<file path="config.mk">
export PLATFORM = sky130hd
export DESIGN_NAME = sram_port_ctrl
export DESIGN_NICKNAME = d
export VERILOG_FILES = /design/src/rtl/sram_port_ctrl.sv
export SDC_FILE = /design/constraint.sdc
export NUM_CORES = 1
export LEC_CHECK = 0
export CORE_MARGIN = 2
export CORE_UTILIZATION = 30
export DETAILED_ROUTE_END_ITERATION = 8
export SLEW_MARGIN = 30
export SYNTH_ARGS = -nofsm -noshare
export SYNTH_HDL_FRONTEND = slang
export SYNTH_SLANG_ARGS = --single-unit
</file>
<file path="constraint.sdc">
create_clock -name clk -period 2.66 [get_ports clk]
set_input_delay 0.532 -clock clk [delete_from_list [all_inputs] [get_ports clk]]
set_output_delay 0.532 -clock clk [all_outputs]
set_load 0.01 [all_outputs]
</file>
<file path="src/rtl/sram_port_ctrl.sv">
// Request-side controller for a 1RW + 1R dual-port SRAM wrapper with two-cycle read latency.
// Optional build macro SRAM_CTRL_COLL_STALL_EN stalls port-B reads that collide with port-A writes.

module sram_rsp_chan #(
    parameter int WORD_SIZE = 32,
    parameter int TAG_LEN   = 4,
    parameter int RSP_DEPTH = 4
) (
    input  logic                 clk,
    input  logic                 rst,
    input  logic                 rd_issue,
    input  logic [TAG_LEN-1:0]   rd_tag,
    input  logic [WORD_SIZE-1:0] rdata,
    output logic                 credit_ok,
    output logic                 rsp_valid,
    input  logic                 rsp_ready,
    output logic [WORD_SIZE-1:0] rsp_data,
    output logic [TAG_LEN-1:0]   rsp_tag
);
    localparam int PTR_W = $clog2(RSP_DEPTH);
    localparam int CNT_W = PTR_W + 1;
    localparam logic [PTR_W-1:0] PTR_ONE = PTR_W'(1);
    localparam logic [CNT_W-1:0] CNT_ONE = CNT_W'(1);
    localparam logic [CNT_W:0]   DEPTH_C = (CNT_W + 1)'(RSP_DEPTH);

    logic                 s1_valid_r;
    logic [TAG_LEN-1:0]   s1_tag_r;
    logic                 s2_valid_r;
    logic [TAG_LEN-1:0]   s2_tag_r;
    logic [PTR_W-1:0]     wr_ptr_r;
    logic [PTR_W-1:0]     rd_ptr_r;
    logic [CNT_W-1:0]     count_r;
    logic [WORD_SIZE-1:0] mem_data_r [RSP_DEPTH];
    logic [TAG_LEN-1:0]   mem_tag_r  [RSP_DEPTH];
    logic [CNT_W:0]       occupancy_s;
    logic                 push_s;
    logic                 pop_s;

    // Every in-flight read owns a FIFO slot, so a push can never find the FIFO full.
    always_comb begin
        occupancy_s = {1'b0, count_r}
                    + {{CNT_W{1'b0}}, s1_valid_r}
                    + {{CNT_W{1'b0}}, s2_valid_r};
        credit_ok   = !rst && (occupancy_s < DEPTH_C);
        push_s      = s2_valid_r;
        rsp_valid   = (count_r != {CNT_W{1'b0}});
        pop_s       = rsp_valid && rsp_ready;
        rsp_data    = mem_data_r[rd_ptr_r];
        rsp_tag     = mem_tag_r[rd_ptr_r];
    end

    // Two-stage in-flight tracker matching the wrapper's read latency.
    always_ff @(posedge clk or posedge rst) begin
        if (rst) begin
            s1_valid_r <= 1'b0;
            s1_tag_r   <= {TAG_LEN{1'b0}};
            s2_valid_r <= 1'b0;
            s2_tag_r   <= {TAG_LEN{1'b0}};
        end else begin
            s1_valid_r <= rd_issue;
            s1_tag_r   <= rd_tag;
            s2_valid_r <= s1_valid_r;
            s2_tag_r   <= s1_tag_r;
        end
    end

    // FIFO pointers and occupancy count.
    always_ff @(posedge clk or posedge rst) begin
        if (rst) begin
            wr_ptr_r <= {PTR_W{1'b0}};
            rd_ptr_r <= {PTR_W{1'b0}};
            count_r  <= {CNT_W{1'b0}};
        end else begin
            if (push_s) begin
                wr_ptr_r <= wr_ptr_r + PTR_ONE;
            end
            if (pop_s) begin
                rd_ptr_r <= rd_ptr_r + PTR_ONE;
            end
            case ({push_s, pop_s})
                2'b10:   count_r <= count_r + CNT_ONE;
                2'b01:   count_r <= count_r - CNT_ONE;
                default: count_r <= count_r;
            endcase
        end
    end

    // FIFO storage; entries are qualified by the count, so no reset is needed.
    always_ff @(posedge clk) begin
        if (push_s) begin
            mem_data_r[wr_ptr_r] <= rdata;
            mem_tag_r[wr_ptr_r]  <= s2_tag_r;
        end
    end
endmodule

module sram_port_ctrl #(
    parameter int SIZE_IN_WORDS = 1024,
    parameter int WORD_SIZE     = 32,
    parameter int ADDR_LEN      = $clog2(SIZE_IN_WORDS),
    parameter int TAG_LEN       = 4,
    parameter int RSP_DEPTH     = 4
) (
    input  logic                     clk,
    input  logic                     rst,
    input  logic                     reqA_valid,
    output logic                     reqA_ready,
    input  logic                     reqA_we,
    input  logic [ADDR_LEN-1:0]      reqA_addr,
    input  logic [WORD_SIZE-1:0]     reqA_wdata,
    input  logic [WORD_SIZE/8-1:0]   reqA_wmask,
    input  logic [TAG_LEN-1:0]       reqA_tag,
    output logic                     rspA_valid,
    input  logic                     rspA_ready,
    output logic [WORD_SIZE-1:0]     rspA_data,
    output logic [TAG_LEN-1:0]       rspA_tag,
    input  logic                     reqB_valid,
    output logic                     reqB_ready,
    input  logic [ADDR_LEN-1:0]      reqB_addr,
    input  logic [TAG_LEN-1:0]       reqB_tag,
    output logic                     rspB_valid,
    input  logic                     rspB_ready,
    output logic [WORD_SIZE-1:0]     rspB_data,
    output logic [TAG_LEN-1:0]       rspB_tag,
    output logic                     nce0,
    output logic                     nwe0,
    output logic [ADDR_LEN-1:0]      addr0,
    output logic [WORD_SIZE-1:0]     wdata0,
    output logic [WORD_SIZE/8-1:0]   wmask0,
    input  logic [WORD_SIZE-1:0]     rdata0,
    output logic                     nce1,
    output logic [ADDR_LEN-1:0]      addr1,
    input  logic [WORD_SIZE-1:0]     rdata1
);
    logic a_credit_s;
    logic b_credit_s;
    logic a_accept_s;
    logic a_rd_issue_s;
    logic b_accept_s;
    logic coll_stall_s;

    // Port A: writes need no response credit, reads do.
    always_comb begin
        reqA_ready   = !rst && (reqA_we || a_credit_s);
        a_accept_s   = reqA_valid && reqA_ready;
        a_rd_issue_s = a_accept_s && !reqA_we;
        nce0         = !a_accept_s;
        nwe0         = !(a_accept_s && reqA_we);
        addr0        = reqA_addr;
        wdata0       = reqA_wdata;
        wmask0       = reqA_wmask;
    end

`ifdef SRAM_CTRL_COLL_STALL_EN
    assign coll_stall_s = a_accept_s && reqA_we && (reqA_addr == reqB_addr);
`else
    assign coll_stall_s = 1'b0;
`endif

    // Port B: read-only, optionally held off by a same-address write on A.
    always_comb begin
        reqB_ready = b_credit_s && !coll_stall_s;
        b_accept_s = reqB_valid && reqB_ready;
        nce1       = !b_accept_s;
        addr1      = reqB_addr;
    end

    sram_rsp_chan #(
        .WORD_SIZE (WORD_SIZE),
        .TAG_LEN   (TAG_LEN),
        .RSP_DEPTH (RSP_DEPTH)
    ) u_chan_a (
        .clk       (clk),
        .rst       (rst),
        .rd_issue  (a_rd_issue_s),
        .rd_tag    (reqA_tag),
        .rdata     (rdata0),
        .credit_ok (a_credit_s),
        .rsp_valid (rspA_valid),
        .rsp_ready (rspA_ready),
        .rsp_data  (rspA_data),
        .rsp_tag   (rspA_tag)
    );

    sram_rsp_chan #(
        .WORD_SIZE (WORD_SIZE),
        .TAG_LEN   (TAG_LEN),
        .RSP_DEPTH (RSP_DEPTH)
    ) u_chan_b (
        .clk       (clk),
        .rst       (rst),
        .rd_issue  (b_accept_s),
        .rd_tag    (reqB_tag),
        .rdata     (rdata1),
        .credit_ok (b_credit_s),
        .rsp_valid (rspB_valid),
        .rsp_ready (rspB_ready),
        .rsp_data  (rspB_data),
        .rsp_tag   (rspB_tag)
    );
endmodule

</file>
# ---- Word-level counts from Yosys, hierarchy flattened
# Memories as Yosys holds them, arrays and structs flattened.
# Cells that the tools add are included.
dict set report totals {
  ramBits 288
  inputBits 135
  mem_count 4
  elab_cells 61
  ff_bits 34
  output_inout_bits 135
}
# name words width rd rd_ports_with_merged_regs wr line
set mem_list {}
lappend mem_list {u_chan_a.mem_data_r 4 32 1 0 1 33} ;# logic [WORD_SIZE-1:0] mem_data_r [RSP_DEPTH];
lappend mem_list {u_chan_b.mem_data_r 4 32 1 0 1 33}
lappend mem_list {u_chan_a.mem_tag_r 4 4 1 0 1 34} ;# logic [TAG_LEN-1:0] mem_tag_r [RSP_DEPTH];
lappend mem_list {u_chan_b.mem_tag_r 4 4 1 0 1 34}
dict set report op_classes {
  n_reduce_logical 19
  magnitude_cmp 2
  muxes 6
  add_sub_neg 12
  n_eq_ne 4
}
# operator n
set ops {}
lappend ops {{one-hot mux 3 bit (2 select lines)} 2}
lappend ops {{logical AND 1 bit} 9}
lappend ops {{adder 2 x 1 -> 2 bit (second input constant)} 4}
lappend ops {{adder 3 x 1 -> 4 bit} 2}
lappend ops {{adder 4 x 1 -> 4 bit} 2}
lappend ops {{< comparator 4 x 3 -> 1 bit (second input constant)} 2}
lappend ops {{adder 3 x 1 -> 3 bit (second input constant)} 2}
lappend ops {{nonzero test 3 bit} 2}
lappend ops {{subtractor 3 x 1 -> 3 bit (second input constant)} 2}
lappend ops {{logical NOT 1 bit} 5}
lappend ops {{equality test 2 x 1 -> 1 bit (second input constant)} 2}
lappend ops {{equality test 2 bit (second input constant)} 2}
lappend ops {{two-way mux 1 bit} 4}
lappend ops {{nonzero test 2 bit} 2}
lappend ops {{logical OR 1 bit} 1}

# ---- Depth between registers and ports, before layout
# Gate-level depths: netlist of run 1.
dict set report logic_depth {
  ltp_word 9
  depth_mapped 7
  mapped_depth_nobuf 7
}

# ---- By module
# Synthesis of run 1 repeated with hierarchy kept, for this count alone.
dict set report hier_totals {
  hier_cells 542
  hier_area_um2 12248.0
}
# mod area_per_inst_um2 seq_area_each_um2 instances cells_per_inst
set modules_own_cells {}
lappend modules_own_cells {sram_rsp_chan 5893.2 4749.6 2 239}
lappend modules_own_cells {sram_port_ctrl 461.7 0.0 1 64}

# ---- Worst setup path after synthesis of run 1
# No wires, ideal clock.
dict set report synth_timing {
  path_kind {input to output}
  from {in rst}
  to {out reqA_ready}
  stages 2
  path_slack_ns 0.601
  path_buffers 0
  required_time_ns 2.128
  arrival_time_ns 1.527
  cell_sequence {inv_1 > o21a_1}
}
dict set report synth_via {
  elab_chain_len 4
}
# element line
set synth_lines {}
lappend synth_lines {{start: declaration} 105} ;# input logic rst,
lappend synth_lines {{logical NOT 1 bit (*)} {44, 144}}
lappend synth_lines {{logical AND 1 bit} 44} ;# credit_ok = !rst && (occupancy_s < DEPTH_C);
lappend synth_lines {{logical OR 1 bit} 144} ;# reqA_ready = !rst && (reqA_we || a_credit_s);
lappend synth_lines {{logical AND 1 bit (*)} 144}
lappend synth_lines {{end: declaration} 107} ;# output logic reqA_ready,
# Every way passes the cells marked *; elsewhere a longest branch is shown, timed or not.

# ---- Final worst setup path of run 1
dict set report layout_timing {
  from {reg u_chan_b.rd_ptr_r[0]}
  to {out rspB_data[21]}
}
dict set report layout_via {
  elab_chain_len 1
}
# element line
set layout_lines {}
lappend layout_lines {{start: declaration} 31} ;# logic [PTR_W-1:0] rd_ptr_r;
lappend layout_lines {{start signal: assignment} 71} ;# rd_ptr_r <= {PTR_W{1'b0}};
lappend layout_lines {{start signal: assignment} 78} ;# rd_ptr_r <= rd_ptr_r + PTR_ONE;
lappend layout_lines {{memory (4 x 32 bit)} n/a}
lappend layout_lines {{end: declaration} 123} ;# output logic [WORD_SIZE-1:0] rspB_data,
# No other way between the ends.

==> reports/qor.txt, run 1 <==
FLOORPLANNING
------------------------------------------------------------------------------------------
Number of core rows                                                                     74
Core area                                                                       0.0406 mm2
Floorplan die width                                                                 206 um
Effective utilization at floorplan                                                   0.302
IO Pins                                                                                270
Y dimension of the die                                                              206 um
Die ar.                                                                         0.0424 mm2

SYNTH
------------------------------------------------------------------------------------------
Number of different library cells in the post-synthesis netlist                         25
Post-synthesis instance area                                                    0.0122 mm2
Net count after synthesis                                                              687
Share of the yosys chip area belonging to registers                                  0.776
Synthesized flop and latch total                                                       322
Cell count after synthesis                                                             538
Yosys warns                                                                              0
Average instance area after synthesis                                             22.8 um2

GLOBAL ROUTING
------------------------------------------------------------------------------------------
Number of global-route vias before repair                                             5914
Met1 Resource Use GR                                                                 0.139
Initial antenna violation count                                                          1
Met2 track demand over resource in global routing                                    0.182
Pin count of the biggest net entering global routing                                    37
Highest-utilization routing layer at the global route stage                           met2
Met3 usage in global routing                                                        0.0323
Global-route wire length before repair                                            35300 um
Overall global routing resource usage                                                0.111
Grt total ovfl                                                                           0

TIMING
------------------------------------------------------------------------------------------
Total count of hold-check failures in the final report                                   0
Post-layout min period                                                             2.61 ns
Post-Route Skew                                                                  0.0214 ns
Slew at the pin closest to its max-slew limit                                     0.688 ns
Share of the clock period used by the worst path                                     0.979
Rel. slew slack                                                                      0.541
Setup WS post-layout                                                             0.0547 ns
Number of max-slew violations in the final report                                        0
Max Freq                                                                         0.384 GHz
Final setup vio count                                                                    0
Min Hold Slack                                                                    0.347 ns

POWER AND IR DROP
------------------------------------------------------------------------------------------
Sequential share of power                                                            0.402
Leakage power                                                                      5.32 nW
Switching pwr                                                                      4.12 mW
Power after layout                                                                 15.3 mW
Power density relative to cell area                                             986 mW/mm2
Max IR drop VDD                                                                   0.459 mV
Internal power component                                                           11.1 mW
Share of power burned in the clock network                                           0.320
Sw Share                                                                             0.270
Proportion of power drawn by combinational gates                                     0.278

CRITICAL PATH
------------------------------------------------------------------------------------------
Data required time of the worst path                                               2.13 ns
Reg2reg path depth                                                                       7
Startpoint Class                                                                  register
Endpoint class of the critical path                                            output port
Critical path class                                                           register to output port
Reg-to-Reg Start                                                              u_chan_b.count_r[2]
Reg-to-reg slack, setup                                                            0.86 ns
Max FO, Critical Path                                                                    6
Reg-to-reg critical path endpoint                                             u_chan_b.count_r[2]
Arr. time, crit path                                                               2.07 ns

CTS
------------------------------------------------------------------------------------------
Clock sinks                                                                            322
Clock edge transition at the registers on the reported setup and hold paths        0.05 ns
H-tree Lvls                                                                              2
Worst skew pair latency                                                            0.52 ns
Largest buffer count on any clock path                                                   3
Cell at the root of the clock tree                                               clkbuf_16
TritonCTS Buffers                                                                       37
Hold_buf cts                                                                             0
CTS tree                                                                               yes

DETAILED ROUTING
------------------------------------------------------------------------------------------
Drt drc                                                                                  0
Average via count per standard cell                                                   4.38
Routed Antenna Nets                                                                      0
Initial drt markers                                                                    303
Vias post-DR                                                                          5511
Pre-Repair DR Iteration Count                                                            4
Routed length per instance                                                         19.0 um
Total wire length                                                                 24000 um

PLACE
------------------------------------------------------------------------------------------
Worst-case setup slack after placement                                            0.204 ns
Total of buffers placed on input and output ports                                      157
GP Congestion                                                                        0.690
Number of placed instances with taps included                                         1174
Detailed-placement wirelength estimate                                            14600 um

WORST HOLD PATH
------------------------------------------------------------------------------------------
Worst min path class                                                          register to register
Hold Path Stages                                                                         0
Startpoint of the worst hold path                                             u_chan_a.s1_tag_r[2]
Hold Path End                                                                 u_chan_a.s2_tag_r[2]

FINISH
------------------------------------------------------------------------------------------
Area overhead of the layout relative to synthesis                                    26.5%
Share of the core filled with cells in the final layout                              0.382
Number of filler instances in the final layout                                        3737
Number of nets at the end of the flow                                                  845
Post-route non-filler standard cell count                                             1258
Ratio of cells with drive above 1 in the final layout                                0.261

RUN
------------------------------------------------------------------------------------------
MaxCap Viol Count                                                                        0

OUTCOME
------------------------------------------------------------------------------------------
Result of the run                                                             finished, final reports clean

-- cells in the mapped netlist (all sizes together) --
master	number	area [um2]
edfxtp	288	8650
buf	72	578
mux4	72	1620
dfrtp	34	851
inv	13	48.8
ha	12	150
and2	9	56.3
xor2	8	70.1
nand2	6	22.5
xnor2	4	35.0
o21ai	3	15.0
a21o	2	15.0
fa	2	40.0
mux2i	2	20.0
nor2	2	7.51
o31a	2	17.5
or3	2	12.5
a211oi	1	7.51
a21oi	1	5.00
and3b	1	8.76
nor2b	1	6.26
o21a	1	7.51
-- power by group through the flow --
stage	combinational (mW)	sequential, mW	clock, mW
after floorplan	2.63	6.13	0
after global routing	4.61	6.18	5.26
after detailed placement	4.36	6.27	0
after CTS	4.23	6.16	5.05
final	4.24	6.14	4.89
after global placement	4.35	6.25	0
-- cell usage in the layout (no fill, tap or decap), drive strengths merged, types with 9 or more instances in the layout --
master	n
edfxtp	288
clkdlybuf4s50	81
mux4	72
clkbuf	55
dlygate4sd2	50
dfrtp	34
buf	33
clkdlybuf4s15	17
inv	15
ha	12
clkinv	12
and2	9
-- state kept, by name, indices dropped and copies added (netlist names), 2 cells and up --
| signal | count |
|---|---|
| u_chan_a.count_r | 3 |
| u_chan_a.mem_data_r | 128 |
| u_chan_a.mem_tag_r | 16 |
| u_chan_a.rd_ptr_r | 2 |
| u_chan_a.s1_tag_r | 4 |
| u_chan_a.s2_tag_r | 4 |
| u_chan_a.wr_ptr_r | 2 |
| u_chan_b.count_r | 3 |
| u_chan_b.mem_data_r | 128 |
| u_chan_b.mem_tag_r | 16 |
| u_chan_b.rd_ptr_r | 2 |
| u_chan_b.s1_tag_r | 4 |
| u_chan_b.s2_tag_r | 4 |
| u_chan_b.wr_ptr_r | 2 |
-- worst max-delay path by stage --
stage | startpoint | endpoint | slack (ns)
5_1_grt | u_chan_b.rd_ptr_r[0] | rspB_data[25] | -0.01
6_report | u_chan_b.rd_ptr_r[0] | rspB_data[21] | 0.05
3_3_place_gp | rst | reqB_ready | 0.23
3_5_place_dp | rst | reqB_ready | 0.20
2_1_floorplan | rst | reqA_ready | 0.60
4_1_cts | u_chan_a.rd_ptr_r[0] | rspA_data[31] | 0.004
-- routing by layer --
| layer | up-vias | share of wire |
|---|---|---|
| met5 | - | 0 |
| met4 | 0 | 0.026 |
| met3 | 52 | 0.064 |
| met2 | 171 | 0.49 |
| met1 | 2846 | 0.42 |
| li1 | 2442 | - |
-- cell families (layout without fill, tap and decap cells) --
group / count (synthesis) / after routing / synth area share
XOR/XNOR: 12 / 12 / 0.00858
adder cells (fa/ha/maj): 14 / 14 / 0.0155
AND/OR/NAND/NOR: 21 / 21 / 0.00930
multiplexers: 74 / 74 / 0.134
flip-flops: 322 / 322 / 0.776
buffers and inverters: 85 / 272 / 0.0512
AO/OA/AOI/OAI: 10 / 10 / 0.00552
other: 0 / 1 / 0
-- worst max-delay path: stages, from the launching register on --
cell	delay [ns]
dfrtp_2	0.37
buf_12	0.15
buf_12	0.14
buf_4	0.11
mux4_2	0.47
dlygate4sd2_1	0.32
-- area by class of cell --
class,count,area (um2),share of cell area
inverters,13,48.8,0.00315
clock inverters,19,145,0.00937
repair buffers,191,1930,0.124
clock buffers,49,1050,0.0680
diodes,1,2.50,0.000162
multi-input cells,131,2140,0.138
well taps,532,666,0.0430
flip-flops and latches,322,9510,0.614
-- per-stage QoR --
step                      instance area [um2]  setup TNS, ns
final                                   15500              0
after global routing                    15500        -0.0743
after CTS                               15400              0
after detailed placement                14100              0
after global placement                  14100              0
after floorplan                         12200              0
-- what timing repair did --
item / CTS / global route
gates resized for setup: 102 / 12
buffers inserted: 11 / 2
gates cloned: 1 / 2
hold endpoints to repair: 0 / 0
pin swaps: 0 / 1
setup endpoints to repair: 75 / 28
Power figures use the tool's default switching activity.
==> inputs of run 2 (changes only) <==
--- a/config.mk
+++ b/config.mk
@@ -5,9 +5,11 @@
 export SDC_FILE = /design/constraint.sdc
 export NUM_CORES = 1
 export LEC_CHECK = 0
+export ABC_AREA = 1
 export CORE_MARGIN = 2
 export CORE_UTILIZATION = 30
 export DETAILED_ROUTE_END_ITERATION = 8
+export GPL_TIMING_DRIVEN = 0
 export SLEW_MARGIN = 30
 export SYNTH_ARGS = -nofsm -noshare
 export SYNTH_HDL_FRONTEND = slang
==> constraint.sdc (replaced) <==
create_clock -name clk -period 3.2 [get_ports clk]
set_input_delay 0.64 -clock clk [delete_from_list [all_inputs] [get_ports clk]]
set_output_delay 0.64 -clock clk [all_outputs]
set_load 0.01 [all_outputs]
==> run 2 against run 1 <==
Flip-flop and latch count did not move. First-iteration DRC count grew 31%. Global-route usage grew 3.1 points. Worst hold slack got worse by 0.0044 ns. Sequential power decreased by 17%. Wire length up 31%.
==> reports/qor.txt, run 2 <==
SYNTH
------------------------------------------------------------------------------------------
Post-synthesis instance area                                                    0.0126 mm2
EDFF count, synth                                                                      288
Share of the yosys chip area belonging to registers                                  0.753
Leading post-synthesis cells by instance count                                edfxtp_1, nor2_1, o21ai_0
Average instance area after synthesis                                             14.0 um2
Yosys warns                                                                              0
Synthesized flop and latch total                                                       322
Cell type with the highest aggregate area in the netlist                          edfxtp_1
Dominant synthesized flop cell                                                    edfxtp_1
Cell count after synthesis                                                             898
Number of different library cells in the post-synthesis netlist                         24
Net count after synthesis                                                             1047
Most used standard cell by instance count after synthesis                         edfxtp_1
Async set-or-reset flop fraction in the synthesized netlist                          0.106
Top post-synthesis cells by area                                              edfxtp_1, dfrtp_1, nor2_1
Post-synth top area share                                                            0.686

FINISH
------------------------------------------------------------------------------------------
Ratio of cells with drive above 1 in the final layout                                0.144
Regs by FF count                                                              u_chan_a.mem_data_r (128), u_chan_b.mem_data_r (128)
Area overhead of the layout relative to synthesis                                    32.9%
Post-route non-filler standard cell count                                             1720
Number of filler instances in the final layout                                        3800
Share of the core filled with cells in the final layout                              0.401
Commonest non-fill, non-tap cell in the layout                                    edfxtp_1
Commonest non-fill, non-tap cells in the layout                               edfxtp_1, clkdlybuf4s50_1, nor2_1
Diode insertion count for antenna repair                                                 0
Number of nets at the end of the flow                                                 1306

CTS
------------------------------------------------------------------------------------------
Post-CTS setup buffer count                                                              0
Cell at the root of the clock tree                                               clkbuf_16
CTS tree                                                                               yes
Hold_buf cts                                                                             0
H-tree Lvls                                                                              2
Worst skew pair latency                                                            0.53 ns
Largest buffer count on any clock path                                                   3
Clock sinks                                                                            322
TritonCTS Buffers                                                                       36
Count of instances resized after the clock tree is built                                 2
Clock edge transition at the registers on the reported setup and hold paths        0.06 ns

DETAILED ROUTING
------------------------------------------------------------------------------------------
Average via count per standard cell                                                   4.56
Drt drc                                                                                  0
Total wire length                                                                 31400 um
Pre-Repair DR Iteration Count                                                            5
Vias post-DR                                                                          7846
Initial drt markers                                                                    397
Routed length per instance                                                         18.3 um
Routed Antenna Nets                                                                      0

GLOBAL ROUTING
------------------------------------------------------------------------------------------
Global-route wire length before repair                                            47000 um
Initial antenna violation count                                                          2
Pin count of the biggest net entering global routing                                    37
Number of global-route vias before repair                                             7989
Overall global routing resource usage                                                0.142
Grt total ovfl                                                                           0

TIMING
------------------------------------------------------------------------------------------
Number of max-slew violations in the final report                                        0
Rel. slew slack                                                                      0.600
Min Hold Slack                                                                    0.343 ns
Total count of hold-check failures in the final report                                   0
Share of the clock period used by the worst path                                     0.947
Max Freq                                                                         0.330 GHz
Post-layout min period                                                             3.03 ns
Final setup vio count                                                                    0
Slew at the pin closest to its max-slew limit                                     0.599 ns
TNS Setup                                                                             0 ns
Post-Route Skew                                                                  0.0197 ns
Setup repair after global routing missed its margin                                  false

FLOORPLANNING
------------------------------------------------------------------------------------------
Y dimension of the die                                                              209 um
Floorplan die width                                                                 209 um
IO Pins                                                                                270
Core area                                                                       0.0418 mm2
Effective utilization at floorplan                                                   0.302
Die ar.                                                                         0.0437 mm2
Number of core rows                                                                     75

CRITICAL PATH
------------------------------------------------------------------------------------------
Max FO, Critical Path                                                                   10
Reg-to-reg slack, setup                                                            1.18 ns
Data required time of the worst path                                               2.56 ns
Reg-to-Reg Start                                                              u_chan_b.count_r[0]
Startpoint Class                                                                  register
Endpoint class of the critical path                                            output port
Reg2reg path depth                                                                      10
Critical path class                                                           register to output port
Arr. time, crit path                                                               2.39 ns
Reg-to-reg critical path endpoint                                             u_chan_b.count_r[2]

WORST HOLD PATH
------------------------------------------------------------------------------------------
Hold Path Stages                                                                         0
Hold Path End                                                                 u_chan_b.s2_tag_r[2]
Worst min path class                                                          register to register
Startpoint of the worst hold path                                             u_chan_b.s1_tag_r[2]

OUTCOME
------------------------------------------------------------------------------------------
Result of the run                                                             finished, final reports clean

RUN
------------------------------------------------------------------------------------------
MaxCap Viol Count                                                                        0

PLACE
------------------------------------------------------------------------------------------
Detailed-placement wirelength estimate                                            21000 um
GP Congestion                                                                        0.730
Number of placed instances with taps included                                         1658
Total of buffers placed on input and output ports                                      213

POWER AND IR DROP
------------------------------------------------------------------------------------------
Leakage power                                                                      5.92 nW
Power density relative to cell area                                             857 mW/mm2
Max IR drop VDD                                                                   0.562 mV

==> run 2: cell types whose count changed after synthesis, sizes merged, moves of 5 or more <==
cell    delta
o21ai    +147
nor2     +145
mux4      -72
o22ai     +72
nand2     +28
inv       +23
buf       +22
and2       -9
clkbuf     +8
nand3      +6
xor2       -5
==> run 2: power breakdown <==
| group | switching (mW) | internal, mW |
|---|---|---|
| logic | 2.93 | 2.36 |
| clock network | 1.62 | 2.36 |
| registers | 0.138 | 4.95 |
==> run 2: logic make-up (layout without fill, tap and decap cells) <==
group / count (synthesis) / after routing / synth area share
AOI/OAI and AO/OA: 223 / 223 / 0.0957
xor gates and xnor gates: 7 / 7 / 0.00486
adders and majority gates: 14 / 14 / 0.0151
DFF: 322 / 322 / 0.753
buffers and inverters: 139 / 422 / 0.0719
and+or+nand+nor: 193 / 193 / 0.0591
==> run 2: layer usage <==
metal,track usage,share of wire,up-vias
li1,-,-,3727
met1,0.160,0.39,3754
met2,0.250,0.50,317
met3,0.0556,0.096,44
met4,0.0357,0.015,4
met5,0,0.00089,-
==> run 2: worst max path at each step <==
stage	slack, ns	to	startpoint	depth (start not counted)
after CTS	0.05	rspB_data[1]	u_chan_b.rd_ptr_r[0]	4
after global routing	0.007	rspB_data[25]	u_chan_b.rd_ptr_r[1]	4
after detailed placement	0.22	nce0	rst	5
after global placement	-0.46	nwe0	rst	4
final	0.17	rspA_tag[3]	u_chan_a.rd_ptr_r[0]	4
after floorplan	0.89	nwe0	rst	2
==> run 2: layout make-up <==
class                           count  area (um2)  area share
Buffer                            102         763      0.0456
Clock buffer                       42         943      0.0563
Clock inverter                     20         195      0.0117
Inverter                           37         153     0.00911
Multi-Input combinational cell    437        2200       0.132
Sequential cell                   322        9500       0.567
Tap cell                          539         674      0.0403
Timing Repair Buffer              221        2320       0.139
==> run 2: stage by stage <==
| stage | power, mW | cell area [um2] | worst slack (ns) |
|---|---|---|---|
| after CTS | 14.6 | 16700 | 0.0460 |
| final | 14.4 | 16800 | 0.169 |
| after floorplan | 7.86 | 12600 | 0.890 |
| after global routing | 15.2 | 16800 | 0.00711 |
| after global placement | 10.5 | 15400 | -0.465 |
| after detailed placement | 10.5 | 15600 | 0.223 |
==> run 2: critical path: stages (launching register included) <==
cell and delay, ns:
dfrtp_1 0.37, clkbuf_1 0.39, o21ai_0 0.18, o22ai_1 0.28
clkdlybuf4s50_1 0.65
==> inputs of run 3 (changes only) <==
--- a/config.mk
+++ b/config.mk
@@ -6,10 +6,14 @@
 export NUM_CORES = 1
 export LEC_CHECK = 0
 export ABC_AREA = 1
+export CAP_MARGIN = 20
+export CELL_PAD_IN_SITES_DETAIL_PLACEMENT = 0
+export CELL_PAD_IN_SITES_GLOBAL_PLACEMENT = 1
 export CORE_MARGIN = 2
 export CORE_UTILIZATION = 30
 export DETAILED_ROUTE_END_ITERATION = 8
 export GPL_TIMING_DRIVEN = 0
+export PLACE_DENSITY_LB_ADDON = 0.1
 export SLEW_MARGIN = 30
 export SYNTH_ARGS = -nofsm -noshare
 export SYNTH_HDL_FRONTEND = slang
==> run 3 against run 2 <==
First-iteration DRC count is 9.6% lower. Largest cell class unchanged. Register-to-register slack hardly changed. Die area unchanged. Setup slack got worse by 0.028 ns. Clock skew shrank 0.0014 ns. Wire length is 1.7% higher. Global-route usage grew 0.42 points. Critical path depth increased by 1. Sequential power is essentially flat. Flip-flop and latch count is the same. Count of clock-buffer cells in the layout grew 4. Sequential share of layout area is 0.072 points higher. Largest power group unchanged.
==> reports/qor.txt, run 3 (synthesized netlist as in run 2, its figures left out) <==
OUTCOME
------------------------------------------------------------------------------------------
Result of the run                                                             finished, final reports clean

CRITICAL PATH
------------------------------------------------------------------------------------------
Critical path's slowest cell                                                  clkdlybuf4s50_1
Reg-to-Reg Start                                                              u_chan_b.count_r[0]
Critical path, cell by cell                                                   clkinvlp_4 > buf_2 > o21ai_1 > o22ai_1 > clkdlybuf4s50_1
Data required time of the worst path                                               2.56 ns
Startpoint Class                                                                  register
Delay of the slowest critical-path stage                                           0.61 ns
Arr. time, crit path                                                               2.42 ns
Critical path class                                                           register to output port
Cell family contributing the most delay on the critical path                  buffers and inverters
Number of buffers and inverters on the critical path                                     3
Reg-to-reg slack, setup                                                            1.17 ns
Max FO, Critical Path                                                                   10
Reg-to-reg critical path endpoint                                             u_chan_b.count_r[2]
Reg2reg path depth                                                                      10
Endpoint class of the critical path                                            output port

FLOORPLANNING
------------------------------------------------------------------------------------------
Die ar.                                                                         0.0437 mm2
Effective utilization at floorplan                                                   0.302
Core area                                                                       0.0418 mm2
Number of core rows                                                                     75
IO Pins                                                                                270
Y dimension of the die                                                              209 um
Floorplan die width                                                                 209 um

PLACE
------------------------------------------------------------------------------------------
Detailed-placement wirelength estimate                                            19700 um
GP Congestion                                                                        0.688
Number of placed instances with taps included                                         1654
Total of buffers placed on input and output ports                                      213

CTS
------------------------------------------------------------------------------------------
Worst skew pair latency                                                            0.55 ns
Cell at the root of the clock tree                                               clkbuf_16
Clock edge transition at the registers on the reported setup and hold paths        0.06 ns
Largest buffer count on any clock path                                                   3
H-tree Lvls                                                                              2
Clock sinks                                                                            322
CTS tree                                                                               yes
TritonCTS Buffers                                                                       38
Hold_buf cts                                                                             0

FINISH
------------------------------------------------------------------------------------------
Commonest non-fill, non-tap cells in the layout                               edfxtp_1, clkdlybuf4s50_1, nor2_1
Regs by FF count                                                              u_chan_a.mem_data_r (128), u_chan_b.mem_data_r (128)
Commonest non-fill, non-tap cell in the layout                                    edfxtp_1
Area overhead of the layout relative to synthesis                                    32.7%
Post-route non-filler standard cell count                                             1724
Number of nets at the end of the flow                                                 1304
Ratio of cells with drive above 1 in the final layout                                0.144
Number of filler instances in the final layout                                        3929
Share of the core filled with cells in the final layout                              0.401

TIMING
------------------------------------------------------------------------------------------
Rel. slew slack                                                                      0.585
Post-layout min period                                                             3.06 ns
Setup repair after global routing missed its margin                                  false
Slew at the pin closest to its max-slew limit                                     0.623 ns
Post-Route Skew                                                                  0.0183 ns
Min Hold Slack                                                                    0.330 ns
Max Freq                                                                         0.327 GHz
Final setup vio count                                                                    0
Total count of hold-check failures in the final report                                   0
Number of max-slew violations in the final report                                        0
TNS Setup                                                                             0 ns
Share of the clock period used by the worst path                                     0.956

POWER AND IR DROP
------------------------------------------------------------------------------------------
Power density relative to cell area                                             868 mW/mm2
Leakage power                                                                      5.90 nW
Max IR drop VDD                                                                   0.436 mV
Power after layout                                                                 14.5 mW

DETAILED ROUTING
------------------------------------------------------------------------------------------
Drt drc                                                                                  0
Pre-Repair DR Iteration Count                                                            4
Initial drt markers                                                                    359
Vias post-DR                                                                          7730
Total wire length                                                                 31900 um
Routed Antenna Nets                                                                      0
Routed length per instance                                                         18.5 um
Average via count per standard cell                                                   4.48

RUN
------------------------------------------------------------------------------------------
MaxCap Viol Count                                                                        0

WORST HOLD PATH
------------------------------------------------------------------------------------------
Hold Path Stages                                                                         0
Worst min path class                                                          register to register
Hold Path End                                                                 u_chan_b.s2_tag_r[1]
Startpoint of the worst hold path                                             u_chan_b.s1_tag_r[1]

GLOBAL ROUTING
------------------------------------------------------------------------------------------
Global-route wire length before repair                                            47600 um
Overall global routing resource usage                                                0.146
Pin count of the biggest net entering global routing                                    37
Number of global-route vias before repair                                             7933
Grt total ovfl                                                                           0
Initial antenna violation count                                                          3

run 3: power breakdown:
group / switching [mW] / internal [mW]
clock: 1.69 / 2.45
sequential: 0.134 / 4.96
combinational: 2.96 / 2.33
total: 4.79 / 9.74
run 3: what timing repair did:
action | CTS | global route
setup buffers | 0 | 0
gates cloned | 0 | 0
pin swaps | 0 | 0
gates resized for setup | 2 | 6
setup endpoints to repair | 4 | 13
run 3: worst max path at each step:
stage	to	start	slack [ns]	depth (start not counted)
2_1_floorplan	nwe0	rst	0.89	2
3_3_place_gp	nce0	rst	-0.50	4
3_5_place_dp	nce0	rst	0.55	4
4_1_cts	rspA_data[19]	u_chan_a.rd_ptr_r[1]	0.01	5
5_1_grt	rspA_data[2]	u_chan_a.rd_ptr_r[0]	0.03	4
6_report	rspB_data[29]	u_chan_b.rd_ptr_r[1]	0.14	5
run 3: metal layers:
layer / vias to the layer above / wire length, um / track usage
met5: - / 29 / 0
met1: 3723 / 14600 / 0.199
met2: 217 / 14700 / 0.227
li1: 3727 / - / -
met3: 59 / 1790 / 0.0365
met4: 4 / 805 / 0.0502
run 3: stage by stage:
| step | instance area (um2) | setup WS [ns] |
|---|---|---|
| floorplan | 12600 | 0.890 |
| global placement | 15400 | -0.497 |
| detailed placement | 15500 | 0.548 |
| CTS | 16700 | 0.0140 |
| global route | 16700 | 0.0318 |
| finish | 16700 | 0.141 |
run 3: worst register-to-register path: stages, from the launching register on:
cell and delay [ns]:
dfrtp_1 0.39, inv_1 0.10, nand3_1 0.13, nand2_1 0.16, inv_1 0.12, ha_1 0.14
inv_1 0.07, fa_1 0.37, or2_2 0.31, nand4_1 0.08, nand2_1 0.06
run 3: layout make-up:
cell class | instances | area [um2] | share of cell area
Clock inverter | 23 | 181 | 0.0108
Tap cell | 539 | 674 | 0.0403
Clock buffer | 46 | 1020 | 0.0611
Inverter | 37 | 166 | 0.00995
Timing Repair Buffer | 217 | 2220 | 0.133
Sequential cell | 322 | 9500 | 0.568
Buffer | 102 | 763 | 0.0456
Multi-Input combinational cell | 437 | 2200 | 0.132
Antenna cell | 1 | 2.50 | 0.000150
